File: src/rtl/display_scan_controller_pkg.sv
// rtl/display_scan_controller_pkg.sv - shared constants and state encoding for the digit scan controller
package display_scan_controller_pkg;

    typedef enum logic [1:0] {
        ST_IDLE  = 2'd0,
        ST_BLANK = 2'd1,
        ST_SHOW  = 2'd2
    } scan_state_t;

    localparam int MAX_WIDTH = 64;

    // Both buses are active-low, so "off" is all ones; callers slice to their width.
    localparam logic [MAX_WIDTH-1:0] SEG_OFF   = '1;
    localparam logic [MAX_WIDTH-1:0] ANODE_OFF = '1;

endpackage

File: src/rtl/display_scan_controller_slot_timer.sv
// rtl/display_scan_controller_slot_timer.sv - per-digit slot counter with dead-time and terminal flags
module display_scan_controller_slot_timer #(
    parameter  int SLOT_CYCLES  = 50000,
    parameter  int BLANK_CYCLES = 16,
    localparam int CNT_W        = $clog2(SLOT_CYCLES)
) (
    input  logic             rst,
    input  logic             clk,
    input  logic             clear,
    output logic [CNT_W-1:0] slot_cnt,
    output logic             terminal,
    output logic             in_blank
);

    localparam logic [CNT_W-1:0] CNT_LAST  = CNT_W'(SLOT_CYCLES - 1);
    localparam logic [CNT_W-1:0] BLANK_END = CNT_W'(BLANK_CYCLES);

    always_ff @(posedge clk or negedge rst) begin
        if (!rst) begin
            slot_cnt <= '0;
        end else if (clear || terminal) begin
            slot_cnt <= '0;
        end else begin
            slot_cnt <= slot_cnt + 1'b1;
        end
    end

    assign terminal = (slot_cnt == CNT_LAST);
    assign in_blank = (slot_cnt < BLANK_END);

endmodule

File: src/rtl/display_scan_controller.sv
// rtl/display_scan_controller.sv - time-multiplexed seven-segment scan with dead-time and per-digit blink
module display_scan_controller
    import display_scan_controller_pkg::*;
#(
    parameter  int DISPLAY_NUM  = 4,
    parameter  int SEG_WIDTH    = 8,
    parameter  int SLOT_CYCLES  = 50000,
    parameter  int BLANK_CYCLES = 16,
    parameter  int BLINK_FRAMES = 64,
    localparam int IDX_W        = $clog2(DISPLAY_NUM)
) (
    input  logic                             rst,
    input  logic                             clk,
    input  logic                             enable,
    input  logic [DISPLAY_NUM*SEG_WIDTH-1:0] displays_flattened,
    input  logic [DISPLAY_NUM-1:0]           blink_mask,
    output logic [SEG_WIDTH-1:0]             segments,
    output logic [DISPLAY_NUM-1:0]           anodes,
    output logic [IDX_W-1:0]                 scan_index,
    output logic                             frame_done
);

    localparam int CNT_W = $clog2(SLOT_CYCLES);
    localparam int FRM_W = $clog2(BLINK_FRAMES + 1);

    localparam logic [CNT_W-1:0]       BLANK_LAST = CNT_W'(BLANK_CYCLES - 1);
    localparam logic [IDX_W-1:0]       IDX_LAST   = IDX_W'(DISPLAY_NUM - 1);
    localparam logic [FRM_W-1:0]       FRM_LAST   = FRM_W'(BLINK_FRAMES - 1);
    localparam logic [SEG_WIDTH-1:0]   SEG_DARK   = SEG_OFF[SEG_WIDTH-1:0];
    localparam logic [DISPLAY_NUM-1:0] AN_DARK    = ANODE_OFF[DISPLAY_NUM-1:0];

    scan_state_t      state;
    logic [FRM_W-1:0] frame_cnt;
    logic             blink_phase;

    logic [CNT_W-1:0] slot_cnt;
    logic             terminal;
    logic             in_blank;
    logic             timer_clear;

    logic                   show_edge;
    logic                   idx_last;
    logic                   cur_blinked;
    logic [SEG_WIDTH-1:0]   cur_pattern;
    logic [DISPLAY_NUM-1:0] cur_anode;

    // Holding the counter at zero while idle guarantees a full dead-time before the first digit.
    assign timer_clear = !enable || (state == ST_IDLE);

    display_scan_controller_slot_timer #(
        .SLOT_CYCLES  (SLOT_CYCLES),
        .BLANK_CYCLES (BLANK_CYCLES)
    ) u_slot_timer (
        .rst      (rst),
        .clk      (clk),
        .clear    (timer_clear),
        .slot_cnt (slot_cnt),
        .terminal (terminal),
        .in_blank (in_blank)
    );

    assign show_edge   = in_blank && (slot_cnt == BLANK_LAST);
    assign idx_last    = (scan_index == IDX_LAST);
    assign cur_pattern = displays_flattened[scan_index*SEG_WIDTH +: SEG_WIDTH];
    assign cur_blinked = blink_phase && blink_mask[scan_index];
    assign cur_anode   = ~(DISPLAY_NUM'(1) << scan_index);

    // Pattern and blink decision are captured once per slot so mid-slot input changes cannot tear.
    always_ff @(posedge clk or negedge rst) begin
        if (!rst) begin
            state       <= ST_BLANK;
            scan_index  <= '0;
            frame_cnt   <= '0;
            blink_phase <= 1'b0;
            segments    <= SEG_DARK;
            anodes      <= AN_DARK;
            frame_done  <= 1'b0;
        end else begin
            frame_done <= 1'b0;
            if (!enable) begin
                state      <= ST_IDLE;
                scan_index <= '0;
                segments   <= SEG_DARK;
                anodes     <= AN_DARK;
            end else begin
                case (state)
                    ST_IDLE: begin
                        state <= ST_BLANK;
                    end
                    ST_BLANK: begin
                        if (show_edge) begin
                            state <= ST_SHOW;
                            if (!cur_blinked) begin
                                segments <= cur_pattern;
                                anodes   <= cur_anode;
                            end
                        end
                    end
                    ST_SHOW: begin
                        if (terminal) begin
                            state    <= ST_BLANK;
                            segments <= SEG_DARK;
                            anodes   <= AN_DARK;
                            if (idx_last) begin
                                scan_index <= '0;
                                frame_done <= 1'b1;
                                if (frame_cnt == FRM_LAST) begin
                                    frame_cnt   <= '0;
                                    blink_phase <= ~blink_phase;
                                end else begin
                                    frame_cnt <= frame_cnt + 1'b1;
                                end
                            end else begin
                                scan_index <= scan_index + 1'b1;
                            end
                        end
                    end
                    default: begin
                        state      <= ST_IDLE;
                        scan_index <= '0;
                        segments   <= SEG_DARK;
                        anodes     <= AN_DARK;
                    end
                endcase
            end
        end
    end

endmodule

File: config.mk
export PLATFORM = sky130hd
export DESIGN_NAME = display_scan_controller
export DESIGN_NICKNAME = d
export VERILOG_FILES = /design/src/rtl/display_scan_controller_pkg.sv /design/src/rtl/display_scan_controller_slot_timer.sv /design/src/rtl/display_scan_controller.sv
export SDC_FILE = /design/constraint.sdc
export NUM_CORES = 1
export LEC_CHECK = 0
export ABC_AREA = 1
export CAP_MARGIN = 20
export CORE_MARGIN = 4
export CORE_UTILIZATION = 47
export CTS_CLUSTER_SIZE = 20
export DETAILED_ROUTE_END_ITERATION = 10
export PLACE_DENSITY = 0.75
export SLEW_MARGIN = 20
export SYNTH_ARGS = -nofsm -noshare
export SYNTH_HDL_FRONTEND = slang
export SYNTH_SLANG_ARGS = --single-unit
File: constraint.sdc
create_clock -name clk -period 4 [get_ports clk]
set_input_delay 0.6 -clock clk [delete_from_list [all_inputs] [get_ports clk]]
set_output_delay 0.6 -clock clk [all_outputs]
set_load 0.005 [all_outputs]
==> impl_summary.txt <==
----------------------------------------------------
[Power]
  Sequential group share of total power ... approximately 42%
  Comb power frac ... 36.9%
  Internal cell power ... 0.000932 W
  P_leak ... ~1.4 nW
  Largest vdd supply drop ... 0.259 mV
  Power per standard cell area ... around 450 mW/mm²
  Switching component of the power ... 0.000482 W
  Switching part of the total power ... 34.1%
  Clock share of power ... approximately a fifth

[Final layout]
  Fraction of final layout cells with drive strength greater than 1 ... 9.77%
  Area growth syn-to-layout ... 25.7%
  Share of the core filled with cells in the final layout ... 61.1%
  Diodes inserted ... 0
  Number of nets in the final layout ... 443
  Most frequent cells in the layout ... sky130_fd_sc_hd__nand2_1, sky130_fd_sc_hd__nor2_1, sky130_fd_sc_hd__clkdlybuf4s50_1
  Area of all placed cells without fillers ... 0.00314 mm²
  Most common library cell in the layout ignoring fill and taps ... sky130_fd_sc_hd__nand2_1

[Outcome]
  Outcome ... finished, final reports clean

[Yosys]
  Synth top area share ... about 28%
  Post-synth cell types ... 34
  Most area-hungry cell type in the Yosys netlist ... sky130_fd_sc_hd__dfrtp_1
  Post-synthesis adder-cell area fraction ... 3.01%
  Proportion of synthesized chip area in sequential cells ... 41.7%
  Basic-gate share of the synthesized area counting and, or, nand and nor cells ... 36.0%
  Multiplexer share of the synthesized area ... 0%
  Combinational family with the most area after synthesis ... simple AND/OR/NAND/NOR gates
  Total of flip-flops plus latches after synthesis ... 41
  Area contributors post-synth ... sky130_fd_sc_hd__dfrtp_1, sky130_fd_sc_hd__nand2_1, sky130_fd_sc_hd__dfstp_2, sky130_fd_sc_hd__nor2_1, sky130_fd_sc_hd__nand3_1
  Combined area of all synthesized cells ... 0.00250 mm²
  Syn Inst Count ... 349
  Count of yosys warnings during synthesis ... 0
  Mean area per synthesized cell ... a little over 7 µm²
  Fraction of synthesized cell area in xor and xnor cells ... 2.10%
  Syn_nets ... around 390
  Area fraction in compound gates after synthesis ... 9.07%

[Critical path]
  Category of the critical setup timing path ... reg -> reg
  Maximum fanout encountered on the critical timing path ... 23
  WP data arrival ... approximately 2.7 ns
  Library cell appearing most often on the critical path ... sky130_fd_sc_hd__nand2_1
  Sum of buffers and inverters on the critical path ... 1
  Data required time of the worst path ... around 4.2 ns
  Max stage delay on crit path ... 0.82 ns
  Critical Path, Cell by Cell ... inv_1 -> nand2_1 -> nand3_1 -> nand2_1 -> nand2_1 -> nand2_1 -> nand2_1 -> nand2_4 -> nand2_1 -> nand2_1
  Capturing element type of the critical path ... flip-flop
  Startpoint type of the worst setup path ... flip-flop
  Cell with the largest stage delay on the worst path ... sky130_fd_sc_hd__dfrtp_1
  Kind of cell adding the most delay to the critical path ... simple AND/OR/NAND/NOR gates

[Timing]
  Number of setup violations in the final report ... 0
  Final Hold Violating Endpoints ... 0
  Final period demand of the worst path ... 2.51 ns
  Sum of negative setup slack ... 0 ns
  Slew Viols, Final ... 0
  RSZ-0062 raised after global routing ... false
  Post-Route Skew ... 0.00332 ns
  Worst slew margin ... around two fifths
  Worst slew pin tran ... a little under 0.9 ns
  Maximum clock frequency ... 0.399 GHz
  Final cycle utilization of the critical path ... 62.6%

[Die]
  Floorplan core area ... 0.00514 mm²
  Horizontal die dimension ... 80.9 µm
  Area of the die ... 0.00654 mm²
  Height of the die ... 80.9 µm
  Num ports ... 54
  Effective utilization at floorplan ... 48.6%
  Number of rows created at floorplan ... 26

[Job]
  Max Cap Viol ... 0

[Global routing]
  Grt met2 use ... 30.3%
  Number of antenna violations at the first check in global routing ... 0
  Met3 layer usage reported by global route ... 4.43%
  Global-route wire length before repair ... ~9.5 mm
  Vias in the first global route ... approximately 2,200
  Global Route met1 Usage ... 24.0%
  Total overflow reported by the global router ... 0
  Pin count of the biggest net entering global routing ... between 40 and 50
  Global-route usage over all layers ... between 10% and 20%
  Layer with the highest usage ... met2

[Drt]
  Final wirelength ... ~5.7 mm
  Via count ... 2,350
  WL per Instance ... 12.2 µm
  DRC ... 0
  Number of search-and-repair iterations in the first detailed-routing pass ... 4
  Number of nets still failing antenna checks after routing ... 0
  DRT iter0 DRCs ... 120
  Average vias per placed instance ... 5.01

[Place]
  HPWL after detailed placement ... 4.24 mm
  GPL Wtd Cong ... 0.877
  Count of input and output buffers ... 53
  Area after DPL ... 0.00304 mm²

[Clock tree]
  Hold_buf cts ... 0
  Total of cells resized after clock tree synthesis ... 0
  CTS tree ... yes
  H-tree depth ... 2
  Largest buffer count on any clock path ... 2
  Setup bufs post-CTS ... 0
  TritonCTS buffer count ... 5
  Clock slew at reported path FFs ... around 0.08 ns
  Clock latency at the later pin of the worst-skew pair ... slightly below 0.3 ns
  Clock root buffer ... sky130_fd_sc_hd__clkbuf_8
  Clock sink total ... 41

[Hold path]
  Worst min-delay path class ... in -> async

----------------------------------------------------
[synthesized netlist by cell type (all sizes together)]
master,number
buf,9
nor3b,4
nor2,62
nand2,106
nand3b,1
a21oi,14
a31oi,1
o21ai,24
ha,6
clkinv,2
inv,31
a21boi,1
nand3,27
dfrtp,28
or2,2
xnor2,2
o21bai,1
nand4,3
xor2,4
o21a,1
a211oi,1
nor3,4
clkbuf,2
dfstp,13
[power by group through the flow]
| stage | logic, W | registers (W) | clock network, W |
|---|---|---|---|
| 5_1_grt | 0.000595 | 0.000613 | 0.000325 |
| 4_1_cts | 0.000528 | 0.000599 | 0.000302 |
| 3_5_place_dp | 0.000527 | 0.000606 | 0 |
| 3_3_place_gp | 0.000515 | 0.000608 | 0 |
| 2_1_floorplan | 0.000341 | 0.000590 | 0 |
| 6_report | 0.000521 | 0.000598 | 0.000294 |
[per-layer routing]
metal / routed length (µm) / share of wire [%] / vias to the layer above
met5: 0 / 0 / -
met4: 98 / 1.7 / 0
met3: 477 / 8.3 / 9
met2: 2500 / 44 / 77
met1: 2650 / 46 / 1060
li1: - / - / 1204
[sequential cells by signal, indices dropped and copies added (netlist names)]
register	flops
u_slot_timer.slot_cnt	16
frame_done	1
state	2
anodes	4
blink_phase	1
scan_index	2
frame_cnt	7
segments	8
[kinds of logic after synthesis]
group,count (synthesis)
simple gates,209
buf+inv,44
compound gates,43
fa+ha+maj,6
flops,41
xor+xnor,6
[through the flow]
stage	hold WS (ns)	cells	power, W	setup WS [ns]
floorplan	0.304	349	0.000931	2.48
global placement	0.448	461	0.00112	1.61
detailed placement	0.451	461	0.00113	1.54
CTS	0.457	469	0.00143	1.53
global route	0.484	469	0.00153	1.22
finish	0.418	469	0.00141	1.50
[cell type report]
type	instances	area, µm²
well taps	70	87.6
repair buffers	53	526
flip-flops and latches	41	1040
fillers	501	2000
clock buffers	7	96.3
clock inverters	1	5.00
multi-input cells	264	1250
inverters	33	129
[path summary, 6_finish.rpt]
path | start | to | slack (ns) | cells past startpoint
worst max-delay path | scan_index[0] | segments[1] | 1.50 | 10
worst min register to register | u_slot_timer.slot_cnt[0] | u_slot_timer.slot_cnt[0] | 0.46 | 1
worst max register to register | scan_index[0] | segments[1] | 1.50 | 10
worst min-delay path | rst | u_slot_timer.slot_cnt[13] | 0.42 | 1
min in group clk | u_slot_timer.slot_cnt[0] | u_slot_timer.slot_cnt[0] | 0.46 | 1
max in group asynchronous | rst | frame_cnt[5] | 3.03 | 1
[worst reg2reg max path, delay by kind of cell, from the launching register on]
kind / cells / cell delay, ns
buffers and inverters: 1 / 0.52
and+or+nand+nor: 9 / 1.10
DFF: 1 / 0.82
(Power assumes the default switching activity.)
